==> config.mk <==
export PLATFORM = sky130hd
export DESIGN_NAME = uart_tx_arbiter
export DESIGN_NICKNAME = d
export VERILOG_FILES = /design/src/rtl/uart_tx_arbiter.sv
export SDC_FILE = /design/constraint.sdc
export NUM_CORES = 1
export LEC_CHECK = 0
export CAP_MARGIN = 20
export CORE_MARGIN = 2
export CORE_UTILIZATION = 49
export CTS_BUF_LIST = sky130_fd_sc_hd__clkbuf_16
export CTS_CLUSTER_DIAMETER = 60
export CTS_CLUSTER_SIZE = 40
export DETAILED_ROUTE_END_ITERATION = 6
export GPL_ROUTABILITY_DRIVEN = 0
export PLACE_DENSITY = 0.78
export SETUP_SLACK_MARGIN = 0.2
export SLEW_MARGIN = 40
export SYNTH_ARGS = -nofsm -noshare
export SYNTH_HDL_FRONTEND = slang
export SYNTH_SLANG_ARGS = --single-unit
==> constraint.sdc <==
create_clock -name clk -period 3.15 [get_ports clk]
set_input_delay 0.315 -clock clk [delete_from_list [all_inputs] [get_ports clk]]
set_output_delay 0.315 -clock clk [all_outputs]
set_load 0.05 [all_outputs]
==> src/rtl/uart_tx_arbiter.sv <==
// Round-robin arbiter sharing one UART TX FIFO write port among NUM_REQ byte producers.
// Optional UART_ARB_PRIO_EN: requester 0 wins every arbitration it takes part in.
module uart_tx_arbiter #(
  parameter int NUM_REQ   = 4,
  parameter int DATA_W    = 8,
  parameter int MAX_BURST = 16,
  parameter int TIMEOUT   = 64
) (
  input  logic                      clk,
  input  logic                      reset,
  input  logic [NUM_REQ-1:0]        req_valid,
  input  logic [NUM_REQ*DATA_W-1:0] req_data,
  input  logic [NUM_REQ-1:0]        req_last,
  output logic [NUM_REQ-1:0]        req_ack,
  output logic [NUM_REQ-1:0]        grant,
  input  logic                      fifo_full,
  output logic                      fifo_wr_en,
  output logic [DATA_W-1:0]         fifo_wdata,
  output logic                      busy
);
  localparam int PW = $clog2(NUM_REQ);
  localparam logic [7:0] BURST_LAST = 8'(MAX_BURST - 1);
  localparam logic [9:0] IDLE_LAST  = 10'(TIMEOUT - 1);

  typedef enum logic {IDLE, BURST} state_t;

  state_t              state;
  logic [PW-1:0]       rr_ptr;
  logic [7:0]          byte_cnt;
  logic [9:0]          idle_cnt;
  logic [DATA_W-1:0]   wdata_q;

  logic [DATA_W-1:0]   own_data;
  logic                own_valid, own_last, accept;
  logic [NUM_REQ-1:0]  rot, win_oh;
  logic [PW-1:0]       rr_nxt;
  logic                upd_rr;
  int                  off, win_i;

  // Owner's byte, valid and last selected by the one-hot grant
  always_comb begin
    own_data  = '0;
    own_valid = 1'b0;
    own_last  = 1'b0;
    for (int i = 0; i < NUM_REQ; i++) begin
      if (grant[i]) begin
        own_data  = own_data | req_data[i*DATA_W +: DATA_W];
        own_valid = own_valid | req_valid[i];
        own_last  = own_last | req_last[i];
      end
    end
  end

  // Rotate valids so bit 0 is rr_ptr; lowest set bit is the winner offset
  always_comb begin
    rot = NUM_REQ'({req_valid, req_valid} >> rr_ptr);
    off = 0;
    for (int k = NUM_REQ - 1; k >= 0; k--)
      if (rot[k]) off = k;
    win_i = int'(rr_ptr) + off;
    if (win_i >= NUM_REQ) win_i = win_i - NUM_REQ;
    upd_rr = 1'b1;
`ifdef UART_ARB_PRIO_EN
    if (req_valid[0]) begin
      win_i  = 0;
      upd_rr = 1'b0;
    end
`endif
    rr_nxt = (win_i == NUM_REQ - 1) ? '0 : PW'(win_i + 1);
    for (int i = 0; i < NUM_REQ; i++) win_oh[i] = (i == win_i);
  end

  assign busy       = (state == BURST);
  assign accept     = busy & own_valid & ~fifo_full;
  assign req_ack    = accept ? grant : '0;
  assign fifo_wr_en = accept;
  assign fifo_wdata = accept ? own_data : wdata_q;

  always_ff @(posedge clk or negedge reset) begin
    if (!reset) begin
      state    <= IDLE;
      grant    <= '0;
      rr_ptr   <= '0;
      byte_cnt <= '0;
      idle_cnt <= '0;
      wdata_q  <= '0;
    end else begin
      case (state)
        IDLE: begin
          if (|req_valid) begin
            grant    <= win_oh;
            if (upd_rr) rr_ptr <= rr_nxt;
            byte_cnt <= '0;
            idle_cnt <= '0;
            state    <= BURST;
          end
        end
        BURST: begin
          if (accept) begin
            wdata_q  <= own_data;
            byte_cnt <= (byte_cnt == 8'hFF) ? byte_cnt : byte_cnt + 8'd1;
            idle_cnt <= '0;
            if (own_last || byte_cnt == BURST_LAST) begin
              grant <= '0;
              state <= IDLE;
            end
          end else if (!own_valid) begin
            // A full FIFO alone stalls without aging the grant
            idle_cnt <= (idle_cnt == 10'h3FF) ? idle_cnt : idle_cnt + 10'd1;
            if (idle_cnt == IDLE_LAST) begin
              grant <= '0;
              state <= IDLE;
            end
          end
        end
        default: state <= IDLE;
      endcase
    end
  end
endmodule

==> results of run 1 <==
[worst max-delay path by stage]
stage                     cells after the start                    to  slack, ps
after global placement                       12  grant[3]$_DFFE_PN0P_        330
after detailed placement                     12  grant[3]$_DFFE_PN0P_        260
after global routing                          7         fifo_wdata[0]        320
final                                         6         fifo_wdata[7]        470
after floorplan                               6         fifo_wdata[0]        290
after CTS                                     6         fifo_wdata[7]        340
[per-stage QoR]
stage	cells	total power [mW]
3_3_place_gp	346	2.862
6_report	354	3.375
4_1_cts	354	3.381
3_5_place_dp	346	2.907
5_1_grt	354	3.595
2_1_floorplan	242	2.154
[synth_stat cells (2+ instances only)]
library cell  number
nand3_1            6
a221o_1            6
or4_1              3
clkbuf_1           7
and3_1             3
o21ai_0            6
o21a_1             2
a22o_1             3
a211oi_1           4
nor4_1             3
o31ai_1            3
a41oi_1            4
nor2_1            16
nor3_1             4
ha_1               7
nand4_1            3
a22oi_1           18
or3_1              3
a21o_1             2
a31oi_1           17
and2_1             7
a311oi_2           2
mux2i_1            2
buf_6              5
o211ai_1           2
dfrtp_1           33
nand2b_1           3
a21oi_1           12
nand2_1           18
buf_2              2
inv_1              7
nor2b_1            6
[flip-flops by register name, indices dropped and copies added (netlist names)]
name      count
idle_cnt     10
wdata_q       8
byte_cnt      8
busy          1
grant         4
rr_ptr        2
[timing repair]
action                                 in CTS  in global routing
setup endpoints to repair                   0                  8
endpoints found under the hold margin       0                  0
gates resized for setup                     0                  1
[power groups by stage]
| stage | Clock (mW) | Sequential, mW | Combinational [mW] |
|---|---|---|---|
| 6_report | 0.468 | 0.721 | 2.19 |
| 5_1_grt | 0.496 | 0.741 | 2.36 |
| 4_1_cts | 0.475 | 0.720 | 2.19 |
| 3_5_place_dp | 0 | 0.722 | 2.18 |
| 3_3_place_gp | 0 | 0.718 | 2.14 |
| 2_1_floorplan | 0 | 0.789 | 1.36 |
[layout make-up]
type                            count  area, µm²  area share
Multi-Input combinational cell    186       1320      0.4252
Clock inverter                      3      17.52    0.005643
Tap cell                           52      65.06     0.02096
Sequential cell                    33      825.8      0.2660
Clock buffer                        5      125.1     0.04031
Timing Repair Buffer               67      720.7      0.2322
Inverter                            8      30.03    0.009674
[metal layers]
metal,wire length (µm),track usage,part of all wire,vias to the layer above
li1,-,-,-,1059
met2,2707,0.3889,0.48,87
met5,0,0,0,-
met1,2550,0.3089,0.45,1058
met3,333,0.04583,0.059,10
met4,97,0.07966,0.017,0
[cell families (layout without fill, tap and decap cells)]
family / after synthesis / count (layout)
AO/OA/AOI/OAI: 90 / 90
adder cells (fa/ha/maj): 8 / 8
buffers and inverters: 23 / 83
flip-flops: 33 / 33
multiplexers: 4 / 4
AND/OR/NAND/NOR: 84 / 84
[worst max-delay path: cells and delay by family]
kind / cells / cell delay (ps)
buffers and inverters: 3 / 1020
AOI/OAI and AO/OA: 3 / 1020
==> impl_metrics.csv, run 1 <==
group,metric,value,unit
pwr,power.share.combinational,0.648,
worst_setup_path,crit_path_start_kind,"input port",
worst_setup_path,crit_arrival,2360,ps
yosys,synthArstFlopShare,1.000,
sta,slew_headroom,0.6546,
global_route,grt_max_degree,34,
global_route,gr-usage-all-layers,0.2347,
worst_setup_path,r2r_slack,770,ps
pwr,ir_drop,0.6657,mV
yosys,synthesis.area,2268,µm²
yosys,seq_area_frac_synth,0.3640,
yosys,synthXorXnorAreaFrac,0,
cells_and_area,syn_to_final_growth,36.85,%
sta,hold_viol,0,
placed_design,dp_hpwl,4083,µm
cells_and_area,diodes,0,
cells_and_area,utilization,0.7032,
pwr,clkPwrFrac,0.139,
cts,htree_levels,2,
yosys,synth_top_family_by_area,"compound AO/OA/AOI/OAI gates",
pwr,powerDensity,1087,nW/µm²
pwr,p_seq_frac,0.214,
pwr,power_switching_share,0.4799,
floorplanning,initial_core_util,0.5139,
yosys,yosys.area.top_type_share,0.3640,
cts,postCtsHoldBufs,0,
sta,final.setup.tns,0,ps
routing,post-route-drc-count,0,
cells_and_area,layout_common_cells,"47 x clkdlybuf4s50_1, 33 x dfrtp_1, 18 x nand2_1, 18 x a22oi_1, 17 x a31oi_1",
cts,post_cts_buffers,0,
sta,finalCritPeriodShare,0.8493,
sta,period_needed,2675,ps
cells_and_area,final_area,3104,µm²
sta,worstMarginPinSlew,516.2,ps
yosys,synthTopCellsByArea,"dfrtp_1 36%, a22oi_1 6.0%, a31oi_1 4.7%",
worst_setup_path,critical_path.cell_chain,"clkdlybuf4s50_1 -> a22o_1 -> o21ai_4 -> inv_2 -> a31oi_1 -> buf_12",
run_status,outcome,"complete, no violations",
run,maxCapViolations,0,
placed_design,pre_cts_slack,262.5,ps
yosys,synthesis.nets,293,
yosys,yosys.area.top_type,"dfrtp_1",
global_route,grt_antenna_before_repair,0,
cells_and_area,drive_gt1_frac,0.1424,
yosys,synth-compound-area-share,0.3045,
global_route,overflow,0,
cts,tritoncts,"done",
pwr,intPower,1.755,mW
worst_setup_path,cp_slowest_stage_delay,570,ps
cts,root_buffer,"clkbuf_16",
yosys,postSynthCellCount,242,
routing,wl_per_cell,16.07,µm
worst_setup_path,critical_path_required,2830,ps
worst_setup_path,end_kind,"output port",
yosys,avgSynthCellArea,9.374,µm²
sta,setup_ws,474.7,ps
cts,cts_sinks,33,
floorplanning,chipHeight,72.04,µm
yosys,synth-simple-area-share,0.2079,
floorplanning,ios,61,
cells_and_area,mostFrequentLayoutCell,"clkdlybuf4s50_1",
cts,path_clk_slew,50,ps
floorplanning,dieArea,5190,µm²
cts,cts_buffer_depth,2,
sta,setup_viol,0,
cells_and_area,fill_cells,336,
cts,cts_made_buffers,5,
sta,slew_violations,0,
yosys,synth_edf_count,0,
worst_setup_path,rr_startpoint,"rr_ptr[1]$_DFFE_PN0P_",
placed_design,io_buffers,60,
floorplanning,core,4414,µm²
worst_setup_path,worstSetupPathType,"input port to output port",
sta,clock-skew-final,5.730,ps
routing,drt_first_pass_iters,4,
min_path,hold_path.class,"input port to asynchronous set/reset pin",
cts,clk_latency,280,ps
global_route,first_global_vias,2063,
global_route,grt_pass1_wl,9535,µm
yosys,ys_seq_elements,33,
yosys,synthAdderAreaFrac,0.04744,
worst_setup_path,reg2reg_depth,9,
yosys,muxShareOfSynthArea,0.01875,
pwr,p_leak,1.275,nW
routing,ant_nets,0,
sta,whs,443.2,ps
routing,drt_wl_total,5688,µm
routing,vias,2214,
floorplanning,rows,24,
worst_setup_path,worst_path_max_delay_cell,"clkdlybuf4s50_1",
routing,viasPerCell,6.254,
sta,rsz0062_at_grt,"no",
floorplanning,fp.dieW,72.04,µm
worst_setup_path,r2r-end,"grant[3]$_DFFE_PN0P_",
yosys,ys_warn_count,0,
routing,drtIter0Drc,134,
cells_and_area,nets,352,
worst_setup_path,crit_start,"req_valid[1]",
pwr,p_switching,1.620,mW
yosys,synth_cell_type_count,55,
sta,max_freq,373.8,MHz
placed_design,place_area,2954,µm²
yosys,synthFlopType,"dfrtp_1",
worst_setup_path,crit_fanout,30,
Note: power is estimated with default switching activity, not from simulation.
==> run 2, diff against run 1 <==
clock period = 2.55 ns   (was 3.15 ns; I/O delays follow)
==> run 2 against run 1 <==
  * Via count increased by 3.4%
  * Core utilization increased by 5.0 points
  * Clock skew decreased by 2.1 ps
  * Register-to-register slack got worse by 570 ps
  * Cell count increased by 2.8%
  * Worst hold slack got worse by 55 ps
  * Die area unchanged
  * Sequential power increased by 25%
  * Combinational power increased by 41%
  * First-iteration DRC count increased by 36%
  * Largest power group unchanged
  * Highest routed layer unchanged
==> impl_metrics.csv, run 2 (same netlist as run 1, synthesis figures left out) <==
group,metric,value,unit
cts,htree_levels,2,
run,maxCapViolations,0,
floorplanning,core,4414,µm²
routing,top_layer,"met4",
pwr,p_leak,1.339,nW
worst_setup_path,crit_path_start_kind,"input port",
cts,cts_sinks,33,
routing,wl_met3,275,µm
worst_setup_path,critical_path.cell_chain,"clkdlybuf4s50_1 -> a21oi_2 -> o211ai_1 -> o21a_1 -> ha_2 -> inv_2 -> fa_1 -> buf_4 -> ha_4 -> a21oi_1 -> a41oi_2",
cells_and_area,drive_gt1_frac,0.2468,
cells_and_area,syn_to_final_growth,46.55,%
floorplanning,dieArea,5190,µm²
worst_setup_path,rr_startpoint,"rr_ptr[1]$_DFFE_PN0P_",
placed_design,place_area,3069,µm²
floorplanning,fp.dieW,72.04,µm
sta,slew_headroom,0.6662,
routing,viasPerCell,6.291,
routing,post-route-drc-count,0,
worst_setup_path,r2r-end,"grant[0]$_DFFE_PN0P_",
cells_and_area,nets,362,
routing,drt_wl_total,6292,µm
placed_design,pre_cts_slack,-137.3,ps
cts,clk_latency,280,ps
min_path,hold_path.class,"input port to asynchronous set/reset pin",
sta,whs,387.9,ps
sta,final.setup.tns,0,ps
routing,route.met2.wl,3295,µm
cts,root_buffer,"clkbuf_16",
worst_setup_path,critical_path_required,2680,ps
sta,hold_viol,0,
cts,cts_made_buffers,5,
sta,worstMarginPinSlew,499.2,ps
placed_design,io_buffers,60,
routing,wl_per_cell,17.29,µm
routing,drt_first_pass_iters,4,
routing,drtIter0Drc,182,
global_route,first_global_vias,2136,
global_route,grt_max_degree,34,
sta,rsz0062_at_grt,"yes",
routing,vias,2290,
pwr,ir_drop,0.8043,mV
run_status,outcome,"complete, no violations",
cells_and_area,layout_common_cells,"44 x clkdlybuf4s50_1, 32 x dfrtp_1, 20 x buf_4, 18 x a22oi_1, 17 x nand2_1",
sta,setup_ws,195.4,ps
global_route,grt_antenna_before_repair,0,
sta,finalCritPeriodShare,0.9234,
sta,clock-skew-final,3.656,ps
worst_setup_path,crit_arrival,2480,ps
placed_design,dp_hpwl,4251,µm
cells_and_area,top_register,"idle_cnt",
sta,max_freq,424.7,MHz
cells_and_area,diodes,0,
worst_setup_path,reg2reg_depth,12,
floorplanning,initial_core_util,0.5139,
floorplanning,rows,24,
floorplanning,chipHeight,72.04,µm
cts,tritoncts,"done",
floorplanning,ios,61,
cells_and_area,utilization,0.7531,
cells_and_area,largest_reg_flops,10,
global_route,grt_pass1_wl,10120,µm
cts,postCtsHoldBufs,0,
cells_and_area,mostFrequentLayoutCell,"clkdlybuf4s50_1",
global_route,overflow,0,
worst_setup_path,crit_fanout,3,
cts,path_clk_slew,50,ps
sta,period_needed,2355,ps
global_route,gr-usage-all-layers,0.2475,
cells_and_area,final_area,3324,µm²
worst_setup_path,r2r_slack,200,ps
sta,slew_violations,0,
routing,met1_length,2623,µm
routing,ant_nets,0,
worst_setup_path,end_kind,"register",
worst_setup_path,worstSetupPathType,"input port to register",
pwr,powerDensity,1370,nW/µm²
worst_setup_path,cp_slowest_stage_delay,550,ps
sta,setup_viol,0,
cts,cts_buffer_depth,2,
cells_and_area,top_regs,"idle_cnt x10, byte_cnt x8, wdata_q x8",
worst_setup_path,worst_path_max_delay_cell,"clkdlybuf4s50_1",
-- run 2: area by class of cell --
type,count,area [µm²]
multi-input combinational,186,1451
fill,304,1090
sequential,33,827.0
timing repair buffer,77,808.3
clock buffer,5,125.1
tap,52,65.06
inverter,8,35.03
clock inverter,3,12.51
-- run 2: worst max-delay path, delay by kind of cell --
kind / cells / cell delay (ps)
compound gates: 5 / 640
fa+ha+maj: 3 / 830
buf+inv: 3 / 760
-- run 2: worst max path at each step --
stage                                     start                   end  slack [ps]  cells after the start
after floorplan            grant[1]$_DFFE_PN0P_         fifo_wdata[0]         120                      6
after global placement             req_valid[3]  grant[3]$_DFFE_PN0P_         -60                     12
after detailed placement           req_valid[3]  grant[3]$_DFFE_PN0P_        -140                     12
after CTS                 rr_ptr[1]$_DFFE_PN0P_  grant[3]$_DFFE_PN0P_         230                      9
after global routing      rr_ptr[1]$_DFFE_PN0P_  grant[0]$_DFFE_PN0P_         100                     12
final                              req_valid[0]  grant[0]$_DFFE_PN0P_         200                     11
-- run 2: timing repair --
item	4_1_cts	5_1_grt
setup endpoints to repair	15	6
gates resized for setup	7	24
setup buffers	0	3
pin swaps	0	5
-- run 2: metal layers --
layer | up-vias | track usage
met5 | - | 0
met4 | 0 | 0.07966
met3 | 11 | 0.04306
met2 | 70 | 0.4146
met1 | 1127 | 0.3265
li1 | 1082 | -
-- run 2: stage by stage --
| step | cells | power (mW) |
|---|---|---|
| floorplan | 242 | 2.737 |
| global placement | 353 | 3.656 |
| detailed placement | 353 | 3.700 |
| CTS | 361 | 4.298 |
| global route | 364 | 4.826 |
| finish | 364 | 4.554 |
-- run 2: where the power goes --
group | switching [mW] | internal, mW | total, mW
logic | 1.78 | 1.31 | 3.09
clock network | 0.215 | 0.352 | 0.567
registers | 0.185 | 0.714 | 0.900
==> run 3, diff against run 2 <==
CORE_MARGIN = unset   (was 2)
GPL_TIMING_DRIVEN = 0   (was unset)
==> run 3 against run 2 <==
  * Flip-flop and latch count unchanged
  * Highest routed layer unchanged
  * Non-clock buffer count grew 3
  * Die area is 5.5% lower
  * Sequential power about the same
  * Critical path depth is the same
  * Core utilization shrank 1.3 points
  * Cell count grew 0.82%
  * Design area fell by 1.8%
  * Critical path type is now register to register
  * Critical endpoint unchanged
==> impl_metrics.csv, run 3 (same netlist as run 1, synthesis figures left out) <==
group,metric,value,unit
cells_and_area,final_area,3266,µm²
global_route,gr-usage-all-layers,0.2667,
cells_and_area,layout_common_cells,"42 x clkdlybuf4s50_1, 33 x dfrtp_1, 18 x a22oi_1, 17 x nand2_1, 11 x buf_4",
global_route,grt_max_degree,24,
routing,ant_nets,0,
sta,setup_ws,202.9,ps
routing,vias,2270,
cells_and_area,drive_gt1_frac,0.2698,
placed_design,pre_cts_slack,-516.6,ps
cells_and_area,seq_area,825.8,µm²
worst_setup_path,rr_startpoint,"rr_ptr[1]$_DFFE_PN0P_",
cts,cts_sinks,33,
sta,setup_viol,0,
cells_and_area,largest_reg_flops,10,
cells_and_area,nets,365,
cts,tritoncts,"done",
cells_and_area,mostFrequentLayoutCell,"clkdlybuf4s50_1",
cells_and_area,top_register,"idle_cnt",
routing,drtIter0Drc,163,
global_route,grt_pass1_wl,10570,µm
floorplanning,rows,24,
global_route,overflow,0,
floorplanning,ios,61,
floorplanning,core,4414,µm²
worst_setup_path,crit_buf_inv,2,
worst_setup_path,crit_path_start_kind,"register",
cts,cts_buffer_depth,2,
placed_design,dp_hpwl,4462,µm
cts,cts_made_buffers,5,
worst_setup_path,crit_arrival,2450,ps
sta,rsz0062_at_grt,"yes",
cells_and_area,syn_to_final_growth,43.96,%
sta,slew_headroom,0.6203,
placed_design,io_buffers,58,
pwr,powerDensity,1333,nW/µm²
sta,worstMarginPinSlew,568.6,ps
sta,finalCritPeriodShare,0.9204,
min_path,hold_path.class,"input port to asynchronous set/reset pin",
worst_setup_path,cp_top_family,"adder cells",
routing,post-route-drc-count,0,
sta,clock-skew-final,3.578,ps
pwr,p_switching,2.183,mW
routing,wl_per_cell,17.61,µm
worst_setup_path,critical_path.cell_chain,"buf_8 -> nand2b_4 -> a21oi_2 -> o211ai_1 -> o21a_1 -> ha_1 -> inv_1 -> fa_2 -> ha_1 -> nand2_1 -> a41oi_1",
cts,htree_levels,2,
floorplanning,chipHeight,70.04,µm
worst_setup_path,worstSetupPathType,"register to register",
sta,period_needed,2347,ps
pwr,intPower,2.170,mW
floorplanning,initial_core_util,0.5139,
worst_setup_path,cpMostUsedCell,"ha_1",
pwr,p_leak,1.322,nW
global_route,first_global_vias,2243,
floorplanning,dieArea,4906,µm²
run,maxCapViolations,0,
worst_setup_path,critical_path_required,2660,ps
pwr,clkPwrFrac,0.133,
sta,max_freq,426.1,MHz
cells_and_area,fill_cells,334,
routing,viasPerCell,6.185,
cells_and_area,multi_input_area,1460,µm²
floorplanning,fp.dieW,70.04,µm
routing,drt_first_pass_iters,4,
worst_setup_path,crit_fanout,8,
pwr,power.share.combinational,0.660,
worst_setup_path,end_kind,"register",
cts,root_buffer,"clkbuf_16",
global_route,grt_antenna_before_repair,0,
run_status,outcome,"complete, no violations",
cts,clk_latency,280,ps
routing,drt_wl_total,6462,µm
pwr,p_seq_frac,0.207,
cts,path_clk_slew,50,ps
cells_and_area,diodes,0,
sta,hold_viol,0,
pwr,ir_drop,0.9443,mV
worst_setup_path,worst_path_max_delay_cell,"fa_2",
sta,slew_violations,0,
worst_setup_path,crit_start,"rr_ptr[1]$_DFFE_PN0P_",
pwr,power_switching_share,0.5015,
cells_and_area,top_regs,"idle_cnt x10, byte_cnt x8, wdata_q x8",
placed_design,place_area,2988,µm²
worst_setup_path,cp_slowest_stage_delay,480,ps
==> run 3: changes by cell type in the layout (fill, tap and decap cells not counted), moves of 2 or more <==
| cell | delta |
|---|---|
| buf_12 | -9 |
| buf_2 | +7 |
| buf_4 | -9 |
| buf_6 | +8 |
| clkbuf_1 | +4 |
| clkbuf_4 | +2 |
| clkdlybuf4s50_1 | -2 |
| clkinv_1 | -2 |
| nor2_1 | -7 |
| nor2_2 | +7 |
| o21ai_0 | +2 |
| o21ai_1 | -2 |
==> run 3: final timing paths <==
kind                       slack, ps  cells after the start                 endpoint
max in group asynchronous       1730                      3   wdata_q[7]$_DFFE_PN0P_
setup reg to reg                 200                     11     grant[0]$_DFFE_PN0P_
hold reg to reg                  540                      1  idle_cnt[1]$_DFFE_PN0P_
hold / removal                   410                      2  idle_cnt[4]$_DFFE_PN0P_
setup / recovery                 200                     11     grant[0]$_DFFE_PN0P_
min in group clk                 500                      4           busy$_DFF_PN0_
==> run 3: metal layers <==
layer  vias to the layer above  routed length (µm)  GRT usage
met5                         -                   0          0
met4                         0                  46    0.05111
met3                         5                 263    0.05195
met1                      1122                2923     0.3622
li1                       1082                   -          -
met2                        61                3229     0.4444
==> run 3: stage by stage <==
| stage | setup TNS, ps | utilization | hold WS [ps] | cells | total power, mW |
|---|---|---|---|---|---|
| after global routing | 0 | 0.7398 | 439.4 | 367 | 4.600 |
| after CTS | 0 | 0.7208 | 407.6 | 366 | 4.128 |
| after global placement | -6660 | 0.6718 | 515.9 | 352 | 3.405 |
| after floorplan | 0 | - | -40.59 | 242 | 2.737 |
| final | 0 | 0.7398 | 409.3 | 367 | 4.353 |
| after detailed placement | -7352 | 0.6769 | 153.4 | 353 | 3.458 |
==> run 3: area by class of cell <==
cell class | count | area share
Inverter | 8 | 0.009962
Clock inverter | 3 | 0.005364
Buffer | 15 | 0.03831
Multi-Input combinational cell | 186 | 0.4471
Clock buffer | 5 | 0.03831
Timing Repair Buffer | 65 | 0.1881
Sequential cell | 33 | 0.2529
Tap cell | 52 | 0.01992
==> run 3: repair_timing <==
item	in CTS	in global routing
endpoints found under the hold margin	10	0
hold buffers	1	0
pin swaps	3	3
gates resized for setup	95	20
endpoints found under the setup margin	19	13
setup buffers	4	1
==> run 3: power groups by stage <==
stage	combinational, mW	clock [mW]	sequential (mW)
after global routing	3.07	0.608	0.926
after CTS	2.65	0.583	0.890
after floorplan	1.76	0	0.975
final	2.87	0.578	0.901
after detailed placement	2.58	0	0.882
after global placement	2.53	0	0.879
==> variant, RTL diff (config.mk and constraints of run 3) <==
Build with the macro `UART_ARB_PRIO_EN` defined.
--- a/src/rtl/uart_tx_arbiter.sv
+++ b/src/rtl/uart_tx_arbiter.sv
@@ -2,2 +2,4 @@
 // Optional UART_ARB_PRIO_EN: requester 0 wins every arbitration it takes part in.
+`define UART_ARB_PRIO_EN
+
 module uart_tx_arbiter #(
Behaviour: not the same (Yosys sat finds a counterexample within 4 cycles, from zero or initial values and one cycle with reset low).
==> variant against run 3 <==
- the run now ends with negative setup slack left
- power down 10%
- combinational power shrank 15%
- area after synthesis is 7.1% higher
- hold slack better by 0.043 ns
- sequential cell count stayed put
- wire length is 15% higher
- cell area grew 4.6%
- non-clock buffer count up 3
- setup slack got worse by 0.22 ns
==> variant: results <==
{
  "timing.hold.ws_ns": 0.4525,
  "ir_drop_uv": 561.7,
  "grt_util_all_layers_pct": 28.97,
  "ctsRootBufferMaster": "clkbuf_16",
  "cp-endpoint": "grant[3]$_DFFE_PN0P_",
  "syn_nets": 329,
  "synth_xor_area_share_pct": 0,
  "grt_pass1_vias": 2434,
  "synth_common_cells": "dfrtp_1, nand3_1, a22oi_1, a31oi_1",
  "drtIter0Drc": 191,
  "tns_ns": -0.02211,
  "nFillCells": 375,
  "grtUsageMet2_pct": 49.22,
  "async_flop_share_pct": 100.0,
  "worst_pin_slew_ns": 0.7535,
  "wl_met2_mm": 3.672,
  "dpl_worst_slack_ns": -0.5437,
  "fin_ws_ns": -0.02211,
  "grt_max_degree": 18,
  "wl_per_cell_um": 17.82,
  "netlist_top_cells_area": "dfrtp_1, a22oi_1, a31oi_1",
  "skew_ns": 0.002907,
  "grt_pass1_wl_mm": 11.77,
  "wl_met1_mm": 3.226,
  "synth_mux_area_share_pct": 0.8754,
  "path_delay_family": "compound AO/OA/AOI/OAI gates",
  "via_per_inst": 6.288,
  "clock_latency_ns": 0.28,
  "dp_cells": 403,
  "met3_usage_pct": 5.000,
  "violations": "negative setup slack",
  "outcome": "complete, but fails checks",
  "stdcell_count": 417,
  "hpwl_mm": 5.019,
  "drive_gt1_share_pct": 20.86,
  "grt_util_met1_pct": 37.67,
  "synth_fa_ha_area_share_pct": 4.943,
  "met3WireLength_um": 424,
  "slowest_delay_ns": 0.42,
  "synth_cell_types": 54,
  "cp.arrival_ns": 2.76,
  "top_regs": "idle_cnt (10), byte_cnt (8), wdata_q (8)",
  "p_leak_nw": 1.368,
  "synthCells": 277,
  "drtPass1Iterations": 4,
  "dpl-instance-area_um2": 3168,
  "seq_area_frac_synth_pct": 33.99,
  "cp-startpoint": "rr_ptr[1]$_DFFE_PN0P_",
  "p_per_area_nw_per_um2": 1142,
  "finalSetupViolations": 1,
  "synth-compound-area-share_pct": 28.73
}
==> variant: cell count changes after synthesis, moves of 4 or more <==
cell / change
nand3_1: +15
inv_1: +10
o211ai_1: +10
nand4_1: +9
a221o_1: -6
buf_2: +6
nor3_1: +6
a21oi_1: -5
and2_1: -5
a41oi_1: -4
buf_6: -4
o2111ai_1: +4
==> variant: layout make-up <==
type                    count  share of cell area [%]
plain buffers              18                   3.078
clock buffers               5                   3.664
clock inverters             3                  0.4031
inverters                  17                   1.869
multi-input cells         209                   46.57
flip-flops and latches     33                   24.22
well taps                  67                   2.455
repair buffers             65                   17.74
==> variant: power by group <==
group,internal (mW),leakage (nW),switching [mW]
Clock,0.354,0.0748,0.222
Combinational,0.910,0.870,1.54
Sequential,0.686,0.424,0.186
Total,1.95,1.37,1.95
==> variant: timing repair <==
action	4_1_cts	5_1_grt
hold buffers	1	0
cloned	1	0
resized for setup	71	11
endpoints found under the hold margin	16	0
pin swaps	12	9
setup buffers	4	0
setup endpoints to repair	18	9
